[config.mk]
export PLATFORM = sky130hd
export DESIGN_NAME = pwm_multi_channel
export DESIGN_NICKNAME = d
export VERILOG_FILES = /design/src/rtl/pwm_pkg.sv /design/src/rtl/pwm_prescaler.sv /design/src/rtl/pwm_multi_channel.sv
export SDC_FILE = /design/constraint.sdc
export NUM_CORES = 1
export LEC_CHECK = 0
export ABC_AREA = 0
export BUFFER_PORTS_ARGS = -buffer_cell sky130_fd_sc_hd__buf_2
export CORE_ASPECT_RATIO = 0.9
export CORE_MARGIN = 2
export CORE_UTILIZATION = 55
export DETAILED_ROUTE_END_ITERATION = 12
export HOLD_SLACK_MARGIN = 0.03
export PLACE_DENSITY = 0.86
export SYNTH_ARGS = -nofsm -noshare
export SYNTH_HDL_FRONTEND = slang
export SYNTH_HIERARCHICAL = 1
export SYNTH_SLANG_ARGS = --single-unit
export TNS_END_PERCENT = 20
[constraint.sdc]
create_clock -name clk -period 3.4 [get_ports clk]
set_input_delay 0.51 -clock clk [delete_from_list [all_inputs] [get_ports clk]]
set_output_delay 0.51 -clock clk [all_outputs]
set_load 0.05 [all_outputs]
[src/rtl/pwm_pkg.sv]
// Shared constants and types for the multi-channel PWM generator.
package pwm_pkg;

    localparam logic MODE_EDGE   = 1'b0;
    localparam logic MODE_CENTRE = 1'b1;

    localparam int DEF_WIDTH      = 8;
    localparam int DEF_CHANNELS   = 4;
    localparam int DEF_PRESCALE_W = 8;

    typedef enum logic {
        DIR_UP   = 1'b0,
        DIR_DOWN = 1'b1
    } dir_e;

endpackage

[src/rtl/pwm_prescaler.sv]
// Clock prescaler: emits a one-cycle tick every (prescale+1) clk cycles while enabled.
module pwm_prescaler #(
    parameter int PRESCALE_W = 8
) (
    input  logic                  clk,
    input  logic                  rst_n,
    input  logic                  enable,
    input  logic [PRESCALE_W-1:0] prescale,
    output logic                  tick
);

    logic [PRESCALE_W-1:0] pcnt;

    assign tick = enable && (pcnt == prescale);

    always_ff @(posedge clk or negedge rst_n) begin
        if (!rst_n) begin
            pcnt <= '0;
        end else if (!enable || tick) begin
            pcnt <= '0;
        end else begin
            pcnt <= pcnt + 1'b1;
        end
    end

endmodule

[src/rtl/pwm_multi_channel.sv]
// Multi-channel PWM with shared edge/centre-aligned timebase and double-buffered
// period/mode/duty that swap into the active set on period boundaries.
module pwm_multi_channel
    import pwm_pkg::*;
#(
    parameter int WIDTH      = DEF_WIDTH,
    parameter int CHANNELS   = DEF_CHANNELS,
    parameter int PRESCALE_W = DEF_PRESCALE_W
) (
    input  logic                      clk,
    input  logic                      rst_n,
    input  logic                      enable,
    input  logic [PRESCALE_W-1:0]     prescale,
    input  logic [WIDTH-1:0]          period,
    input  logic                      mode,
    input  logic [CHANNELS*WIDTH-1:0] duty_flat,
    input  logic [CHANNELS-1:0]       polarity,
    input  logic                      load,
    output logic [CHANNELS-1:0]       pwm_out,
    output logic                      period_tick
);

    logic                             tick;
    logic                             boundary;
    logic                             tick_q;
    logic [WIDTH-1:0]                 cnt;
    dir_e                             dir;
    logic [WIDTH-1:0]                 per_sh, per_act;
    logic                             mode_sh, mode_act;
    logic [CHANNELS-1:0][WIDTH-1:0]   duty_in, duty_sh, duty_act;
    logic [CHANNELS-1:0]              raw;

    assign duty_in = duty_flat;

    pwm_prescaler #(.PRESCALE_W(PRESCALE_W)) u_prescaler (
        .clk      (clk),
        .rst_n    (rst_n),
        .enable   (enable),
        .prescale (prescale),
        .tick     (tick)
    );

    // Centre mode with P=1 reaches cnt=1 still heading up, so it closes the period there too.
    always_comb begin
        boundary = 1'b0;
        if (tick) begin
            if (mode_act == MODE_EDGE) begin
                boundary = (cnt >= per_act);
            end else if (per_act == '0) begin
                boundary = 1'b1;
            end else begin
                boundary = (cnt == WIDTH'(1)) &&
                           ((dir == DIR_DOWN) || (per_act == WIDTH'(1)));
            end
        end
    end

    // Every boundary lands on cnt=0 heading up, whatever the mode.
    always_ff @(posedge clk or negedge rst_n) begin
        if (!rst_n) begin
            cnt <= '0;
            dir <= DIR_UP;
        end else if (!enable || boundary) begin
            cnt <= '0;
            dir <= DIR_UP;
        end else if (tick) begin
            if (mode_act == MODE_EDGE) begin
                cnt <= cnt + WIDTH'(1);
            end else if (dir == DIR_UP) begin
                if (cnt >= per_act) begin
                    cnt <= cnt - WIDTH'(1);
                    dir <= DIR_DOWN;
                end else begin
                    cnt <= cnt + WIDTH'(1);
                end
            end else if (cnt <= WIDTH'(1)) begin
                cnt <= '0;
                dir <= DIR_UP;
            end else begin
                cnt <= cnt - WIDTH'(1);
            end
        end
    end

    // A load on the swap cycle bypasses the shadow; when stopped it goes straight to active.
    always_ff @(posedge clk or negedge rst_n) begin
        if (!rst_n) begin
            per_sh   <= '0;
            mode_sh  <= MODE_EDGE;
            duty_sh  <= '0;
            per_act  <= '0;
            mode_act <= MODE_EDGE;
            duty_act <= '0;
        end else begin
            if (load) begin
                per_sh  <= period;
                mode_sh <= mode;
                duty_sh <= duty_in;
            end
            if (load && (!enable || boundary)) begin
                per_act  <= period;
                mode_act <= mode;
                duty_act <= duty_in;
            end else if (boundary) begin
                per_act  <= per_sh;
                mode_act <= mode_sh;
                duty_act <= duty_sh;
            end
        end
    end

    for (genvar i = 0; i < CHANNELS; i++) begin : g_cmp
        assign raw[i] = (cnt < duty_act[i]);
    end

    always_ff @(posedge clk or negedge rst_n) begin
        if (!rst_n) begin
            pwm_out <= '0;
            tick_q  <= 1'b0;
        end else begin
            pwm_out <= enable ? (raw ^ polarity) : polarity;
            tick_q  <= boundary;
        end
    end

    // Gate so a boundary registered just before disable never shows while stopped.
    assign period_tick = tick_q & enable;

endmodule

# Word level (Yosys, flattened, before mapping)
# Index checks and enable logic that the tools add are counted.
# W data, S select, Z words.
# word_totals
output_inout_bits	5
in_bits	57
word_cells	66
regBits	104
# op_classes
n_lt_le_gt_ge	6
n_mux	23
n_bitwise	2
eq_ne	3
n_addsub	3
n_reduce_logical	12
# ops
cell	n
$mux W8	9
$mux W32	2
$lt A8 B8 Y1	4
$add A8 B1 Y8 const B	2
$eq A8 B1 Y1 const B	2
$mux W1	11
$eq A8 B8 Y1	1
$ge A8 B8 Y1	1
$le A8 B1 Y1 const B	1
$logic_not A8 Y1	1
$sub A8 B1 Y8 const B	1
$reduce_bool A2 Y1	3
$mux W4	1
$xor A4 B4 Y4	1
$logic_and A1 B1 Y1	3
$logic_or A1 B1 Y1	3
$reduce_and A2 Y1	1
$and A1 B1 Y1	1
$logic_not A1 Y1	1

# Depth between registers and ports, before layout
# depth
word_depth	9
depth_mapped	11
ltp_nobuf	8

# Modules after synthesis
# Netlist, hierarchy kept.
# by_module_without_submodules
module	cells_per_inst	seq_area_each_um2	area_per_inst_um2	instances
pwm_multi_channel	525	2402.3	5667.9	1
pwm_prescaler	46	200.2	500.5	1

# Worst setup path after synthesis
# No wires, ideal clock.
# synth_timing
kind	input port to flip-flop
startpoint	input port prescale[7]
endpoint	register duty_act[0] (netlist name)
cell_stages	10
path_buffers	3
arrival_ns	2.543
required_time_ns	3.278
setup_slack_ns	0.734
setup_time_ns	0.122
path_cell_list	xor2_2 > nor4_2 > and3_1 > buf_2 > inv_1 > o41a_1 > buf_6 > buf_12 > nor2_4 > a21oi_2
# synth_via
elab_chain_len	6
elab_cells_between_ends	7
classes_between	eq/ne: 1; mux: 2; reduce/logical: 4
# synth_lines
item	line_no	rtl
from (decl)	pwm_multi_channel.sv:13	input logic [PRESCALE_W-1:0] prescale,
$eq A8 B8 Y1 (*)	pwm_prescaler.sv:14	assign tick = enable && (pcnt == prescale);
$logic_and A1 B1 Y1 (*)	pwm_prescaler.sv:14	
net tick	pwm_multi_channel.sv:23	logic tick;
$mux W1 (*)	pwm_multi_channel.sv:46	if (tick) begin
$logic_or A1 B1 Y1	pwm_multi_channel.sv:100	if (load && (!enable || boundary)) begin
$logic_and A1 B1 Y1	pwm_multi_channel.sv:100	
$mux W32 / $reduce_bool A2 Y1 (equally long branches)	-	
to (signal assigned)	pwm_multi_channel.sv:103	duty_act <= duty_in;
to (signal assigned)	pwm_multi_channel.sv:107	duty_act <= duty_sh;
to (decl)	pwm_multi_channel.sv:30	logic [CHANNELS-1:0][WIDTH-1:0] duty_in, duty_sh, duty_act;
# Mark *: on every way through the listed nets, which the timed path passes. The rest lies on a longest branch.
# A chain may end at the register's enable or synchronous reset.

# Final worst setup path
# layout_timing
startpoint	register cnt[1]
endpoint	register per_act[6]
# layout_via
elab_chain_len	8
elab_cells_between_ends	10
classes_between	order compare: 1; eq/ne: 1; mux: 4; reduce/logical: 4
# layout_lines
item	line_no	rtl
from (decl)	pwm_multi_channel.sv:26	logic [WIDTH-1:0] cnt;
from (signal assigned)	pwm_multi_channel.sv:68	cnt <= cnt + WIDTH'(1);
from (signal assigned)	pwm_multi_channel.sv:71	cnt <= cnt - WIDTH'(1);
from (signal assigned)	pwm_multi_channel.sv:74	cnt <= cnt + WIDTH'(1);
branches (longest 3 deep; another with $ge A8 B8 Y1)	-	
$mux W1 (*)	pwm_multi_channel.sv:47	if (mode_act == MODE_EDGE) begin
$mux W1 (*)	pwm_multi_channel.sv:46	
$logic_or A1 B1 Y1	pwm_multi_channel.sv:100	
$logic_and A1 B1 Y1	pwm_multi_channel.sv:100	
$mux W8 / $reduce_bool A2 Y1 (equally long branches)	-	
to (signal assigned)	pwm_multi_channel.sv:101	per_act <= period;
to (signal assigned)	pwm_multi_channel.sv:105	per_act <= per_sh;
to (decl)	pwm_multi_channel.sv:28	logic [WIDTH-1:0] per_sh, per_act;
# Mark *: on every way between the ends.

==> metrics list <==
* CP most frequent cell: sky130_fd_sc_hd__a21oi_1
- The first detailed-routing pass took 7 iterations.
* Gr usage total: around 25%
* Post-route antenna net violation count: 0
- Clock Latency Late Sink: ~360 ps
* Master cell of the clock root buffer: sky130_fd_sc_hd__clkbuf_16
* Number of flops mapped to enable cells by yosys: 0
* Die span in x: approximately 120 um
- Share of final-layout standard cells stronger than drive strength 1: 27.9%
- Flop and latch count out of synthesis: 104
* Cell types occupying the most area after synthesis: sky130_fd_sc_hd__dfrtp_1 42%, sky130_fd_sc_hd__ha_1 8.1%, sky130_fd_sc_hd__mux2_2 8.0%, sky130_fd_sc_hd__a21oi_1 4.7%, sky130_fd_sc_hd__mux2i_1 3.9%
* Worst hold slack after final layout: approximately 260 ps
- Seq. cell area: around 2600 um2
* Count of pins over their slew limit: 0
- Summed over all layers, the global routing overflow is 0.
- Final critical path time including I/O delays and setup: 3090 ps
* Static leakage: ~3.3 nW
- In the final layout, the multi-input gates occupy between 3000 and 4000 um2.
- In this run the worst path has a maximum fanout of 24.
* Power Density: 437 nW/um2
* Post-CTS Setup Repair Bufs: 0
* Max-capacitance violation count: 0
- Measured on the finished design, the core utilization comes to 63.4%.
* Detail Placement HPWL: slightly below 10,000 um
* GR Util met3: under 10%
- Routability-driven placement finished with a final weighted congestion of just under 0.9.
- The repair_antennas step left the layout with diodes totalling 0.
- Together, buffers and inverters on the worst path number 0.
* Arrival time worst endpoint: around 3400 ps
- Worst setup path category: reg -> reg
- Summed over all failing endpoints, the final setup total negative slack is 0 ps.
- The number of nets handed over by synthesis was 668.
* Proportion of synthesized chip area in sequential cells: 42.2%
* Slew @ Worst Pin: between 1000 and 1500 ps
- After global routing, the most crowded layer is met2.
- Wire length of the first global-routing pass: 23,700 um
- Post-cts gate resize count: 0
* Number of levels the H-tree was split into: 3
- Setup violations remaining at the end of the flow were counted as 0.
* Via count of the first global-routing pass: between 4,000 and 5,000
* Routed vias: between 4,000 and 5,000
- Fill cells in the final layout number about 870.
* Crit-path slowest cell: sky130_fd_sc_hd__o31ai_4
* Die area: 12,100 um2
- Cts bufs inserted: 9
- Worst clock skew on the final layout: approximately 6.2 ps
* Avg Synthesized Cell Area: around 11 um2
* Highest attainable clock frequency: 0.323 GHz
* Final Net Count: between 700 and 800
* Class of the tightest hold or removal check: in -> async
* Clock Tree Buf Depth: 2
- After detailed routing, the total wire length is around 14,000 um.
- After detailed routing, the number of remaining DRC violations is 0.
- Share of the cycle needed by the critical path after routing: 90.9%
* Unique cell type count in the Yosys netlist: between 50 and 60
- Clock-pin slew was measured on the worst setup and hold paths at 70 ps.
* Clock Sinks: ~100
- Status: finished clean
* Type of element capturing the critical path: register
- The worst pin sits at a relative slew slack of 24.1%.
- STA classifies the critical path startpoint as a register.
* I/O pin count: 62
- The top cell type by area accounts for between 40% and 50% of the synthesized area.
- Traced cell by cell, the critical path runs through ha_1, nand2_1, o21ai_1, a21oi_1, o31ai_4, o32ai_1, a21oi_1.
* Starting utilization of the core area: between 50% and 60%
- RSZ-0062 raised after global routing: false
* Die height: ~100 um
- The worst-case IR drop observed on VDD is 0.000375 V.
- The final hold violation count is 0.
- Endpoint required time on the critical path: roughly 3700 ps
* Global routing met2 resource utilization: between 40 and 50%
- Cell taking the most area after synthesis: sky130_fd_sc_hd__dfrtp_1
- CP peak stage delay: ~1000 ps
- Largest net degree at the start of global routing: 90
- Detail-routed net length per standard cell: ~18 um
- In this run the standard cell core region covers between 10,000 and 15,000 um2.
- Synthesis-to-finish area growth: 12.0%
- Buffers inserted to repair hold after CTS numbered 0.
- Top cell family by delay on the critical path: compound AO/OA/AOI/OAI gates
* Antenna violations before repair: 0
* Met1 usage in global routing: between 20 and 30%
- TritonCTS built the clock tree.
* Share of flip-flops with an asynchronous set or reset: 100%
- In the routed layout, each cell is associated on average with a via count of a little over 6.
* Total of warnings raised by yosys: 6
- During placement, the flow inserted port buffers numbering a little over 60.
* Iteration-0 DRC Markers: around 470
* Count of mapped cells out of synthesis: around 570
- In this run the cell area of the synthesized design comes to 6170 um2.
- The floorplan has 36 rows.
- Main synth FF type: sky130_fd_sc_hd__dfrtp_1
[metrics by stage]
step	cells	total power, mW	setup WS (ps)	cell area [um2]
after floorplan	571	1.76	734	6170
after global placement	766	1.89	606	6600
after detailed placement	766	1.93	366	6600
after CTS	782	3.04	384	6910
after global routing	782	3.16	114	6910
final	782	3.02	308	6910
[power breakdown]
part           switching, mW  leakage, nW  internal [mW]
clock                  0.460        0.154          0.646
sequential            0.0822         1.22           1.36
combinational          0.273         1.90          0.202
[cell usage in the layout, fill, tap and decap left out, types with 3 or more instances in the layout]
| cell type | instances |
|---|---|
| sky130_fd_sc_hd__o2111ai_1 | 4 |
| sky130_fd_sc_hd__nand2b_1 | 4 |
| sky130_fd_sc_hd__ha_1 | 40 |
| sky130_fd_sc_hd__o21ai_0 | 15 |
| sky130_fd_sc_hd__nand2_1 | 14 |
| sky130_fd_sc_hd__nor4_2 | 3 |
| sky130_fd_sc_hd__a221oi_1 | 3 |
| sky130_fd_sc_hd__a21oi_1 | 58 |
| sky130_fd_sc_hd__a21oi_2 | 18 |
| sky130_fd_sc_hd__a21o_1 | 12 |
| sky130_fd_sc_hd__clkbuf_16 | 9 |
| sky130_fd_sc_hd__dfrtp_1 | 104 |
| sky130_fd_sc_hd__xor2_1 | 8 |
| sky130_fd_sc_hd__nor3_1 | 6 |
| sky130_fd_sc_hd__nor2_1 | 17 |
| sky130_fd_sc_hd__nor2_4 | 13 |
| sky130_fd_sc_hd__a211oi_1 | 15 |
| sky130_fd_sc_hd__nand3_1 | 8 |
| sky130_fd_sc_hd__or3b_1 | 4 |
| sky130_fd_sc_hd__nand4_1 | 10 |
| sky130_fd_sc_hd__mux2i_1 | 24 |
| sky130_fd_sc_hd__or3_1 | 3 |
| sky130_fd_sc_hd__buf_4 | 12 |
| sky130_fd_sc_hd__o211ai_1 | 6 |
| sky130_fd_sc_hd__inv_1 | 45 |
| sky130_fd_sc_hd__o32ai_1 | 24 |
| sky130_fd_sc_hd__a21boi_0 | 4 |
| sky130_fd_sc_hd__mux2_2 | 44 |
| sky130_fd_sc_hd__buf_2 | 60 |
[layer usage]
layer	share of wire, %	routed length [um]
met3	6.4	905
met5	0	0
met4	3.5	501
met1	39	5500
met2	51	7230
[logic make-up (layout without fill, tap and decap cells)]
| logic type | Yosys count | count (layout) | synth area share, % |
|---|---|---|---|
| adders and majority gates | 40 | 40 | 8.11 |
| DFF | 104 | 104 | 42.2 |
| AOI/OAI and AO/OA | 177 | 177 | 20.0 |
| muxes | 68 | 68 | 11.9 |
| and+or+nand+nor | 94 | 94 | 9.88 |
| xor gates and xnor gates | 12 | 12 | 1.95 |
| buffers and inverters | 76 | 135 | 5.92 |
[area by class of cell]
class                           count  area share [%]
Clock buffer                       11            3.37
Clock inverter                      5            1.14
Sequential cell                   104            37.7
Inverter                           45            2.44
Tap cell                          152            2.75
Multi-Input combinational cell    391            46.4
Timing Repair Buffer               74            6.23
[Yosys cell counts (2+ instances only)]
cell type                   number
sky130_fd_sc_hd__nor2_4         13
sky130_fd_sc_hd__xnor2_1         2
sky130_fd_sc_hd__o21ai_0        15
sky130_fd_sc_hd__buf_6           4
sky130_fd_sc_hd__xor2_2          2
sky130_fd_sc_hd__nor2_1         17
sky130_fd_sc_hd__inv_1          45
sky130_fd_sc_hd__o32ai_1        24
sky130_fd_sc_hd__a31oi_1         2
sky130_fd_sc_hd__o211ai_1        6
sky130_fd_sc_hd__nand4_1        10
sky130_fd_sc_hd__buf_4           3
sky130_fd_sc_hd__nand2_1        14
sky130_fd_sc_hd__nand3_1         9
sky130_fd_sc_hd__or4_1           2
sky130_fd_sc_hd__a21oi_2        18
sky130_fd_sc_hd__a221oi_1        3
sky130_fd_sc_hd__o21ai_1         2
sky130_fd_sc_hd__a21oi_1        58
sky130_fd_sc_hd__o2111ai_1       4
sky130_fd_sc_hd__nor3_1          6
sky130_fd_sc_hd__nand2b_1        4
sky130_fd_sc_hd__mux2_2         44
sky130_fd_sc_hd__dfrtp_1       104
sky130_fd_sc_hd__a311oi_1        2
sky130_fd_sc_hd__or3_1           3
sky130_fd_sc_hd__and3_1          2
sky130_fd_sc_hd__or3b_1          4
sky130_fd_sc_hd__buf_12          2
sky130_fd_sc_hd__clkbuf_1       17
sky130_fd_sc_hd__mux2i_1        24
sky130_fd_sc_hd__a211oi_1       15
sky130_fd_sc_hd__nor4_2          3
sky130_fd_sc_hd__buf_2           5
sky130_fd_sc_hd__ha_1           40
sky130_fd_sc_hd__xor2_1          8
sky130_fd_sc_hd__a31o_2          2
sky130_fd_sc_hd__nor2b_1         2
sky130_fd_sc_hd__a21boi_0        4
sky130_fd_sc_hd__a21o_1         12
[worst register-to-register path, cell delays in order, from the launching register on]
cell and delay [ps]:
sky130_fd_sc_hd__dfrtp_1 590, sky130_fd_sc_hd__ha_1 390, sky130_fd_sc_hd__nand2_1 50, sky130_fd_sc_hd__o21ai_1 290, sky130_fd_sc_hd__a21oi_1 230, sky130_fd_sc_hd__o31ai_4 980, sky130_fd_sc_hd__o32ai_1 240, sky130_fd_sc_hd__a21oi_1 220
[flip-flops by register name, summed over array words and instances, names as in the netlist]
register	flops
duty_act	32
duty_sh	32
cnt	8
per_act	8
per_sh	8
u_prescaler/pcnt	8
pwm_out	4
dir	1
mode_act	1
mode_sh	1
tick_q	1
[worst paths after layout]
check                                   startpoint                        to  slack (ps)  cells past startpoint
max                             cnt[1]$_DFFE_PN0P_    per_act[6]$_DFFE_PN0P_         310                      7
min                                          rst_n   duty_act[1]$_DFFE_PN0P_         260                      1
min in group clk                         period[3]     per_sh[3]$_DFFE_PN0P_         400                      2
max reg2reg                     cnt[1]$_DFFE_PN0P_    per_act[6]$_DFFE_PN0P_         310                      7
max in group asynchronous                    rst_n  duty_act[14]$_DFFE_PN0P_        2430                      2
min reg2reg                duty_sh[10]$_DFFE_PN0P_   duty_sh[10]$_DFFE_PN0P_         510                      1
Note: power is estimated with default switching activity, not from simulation.
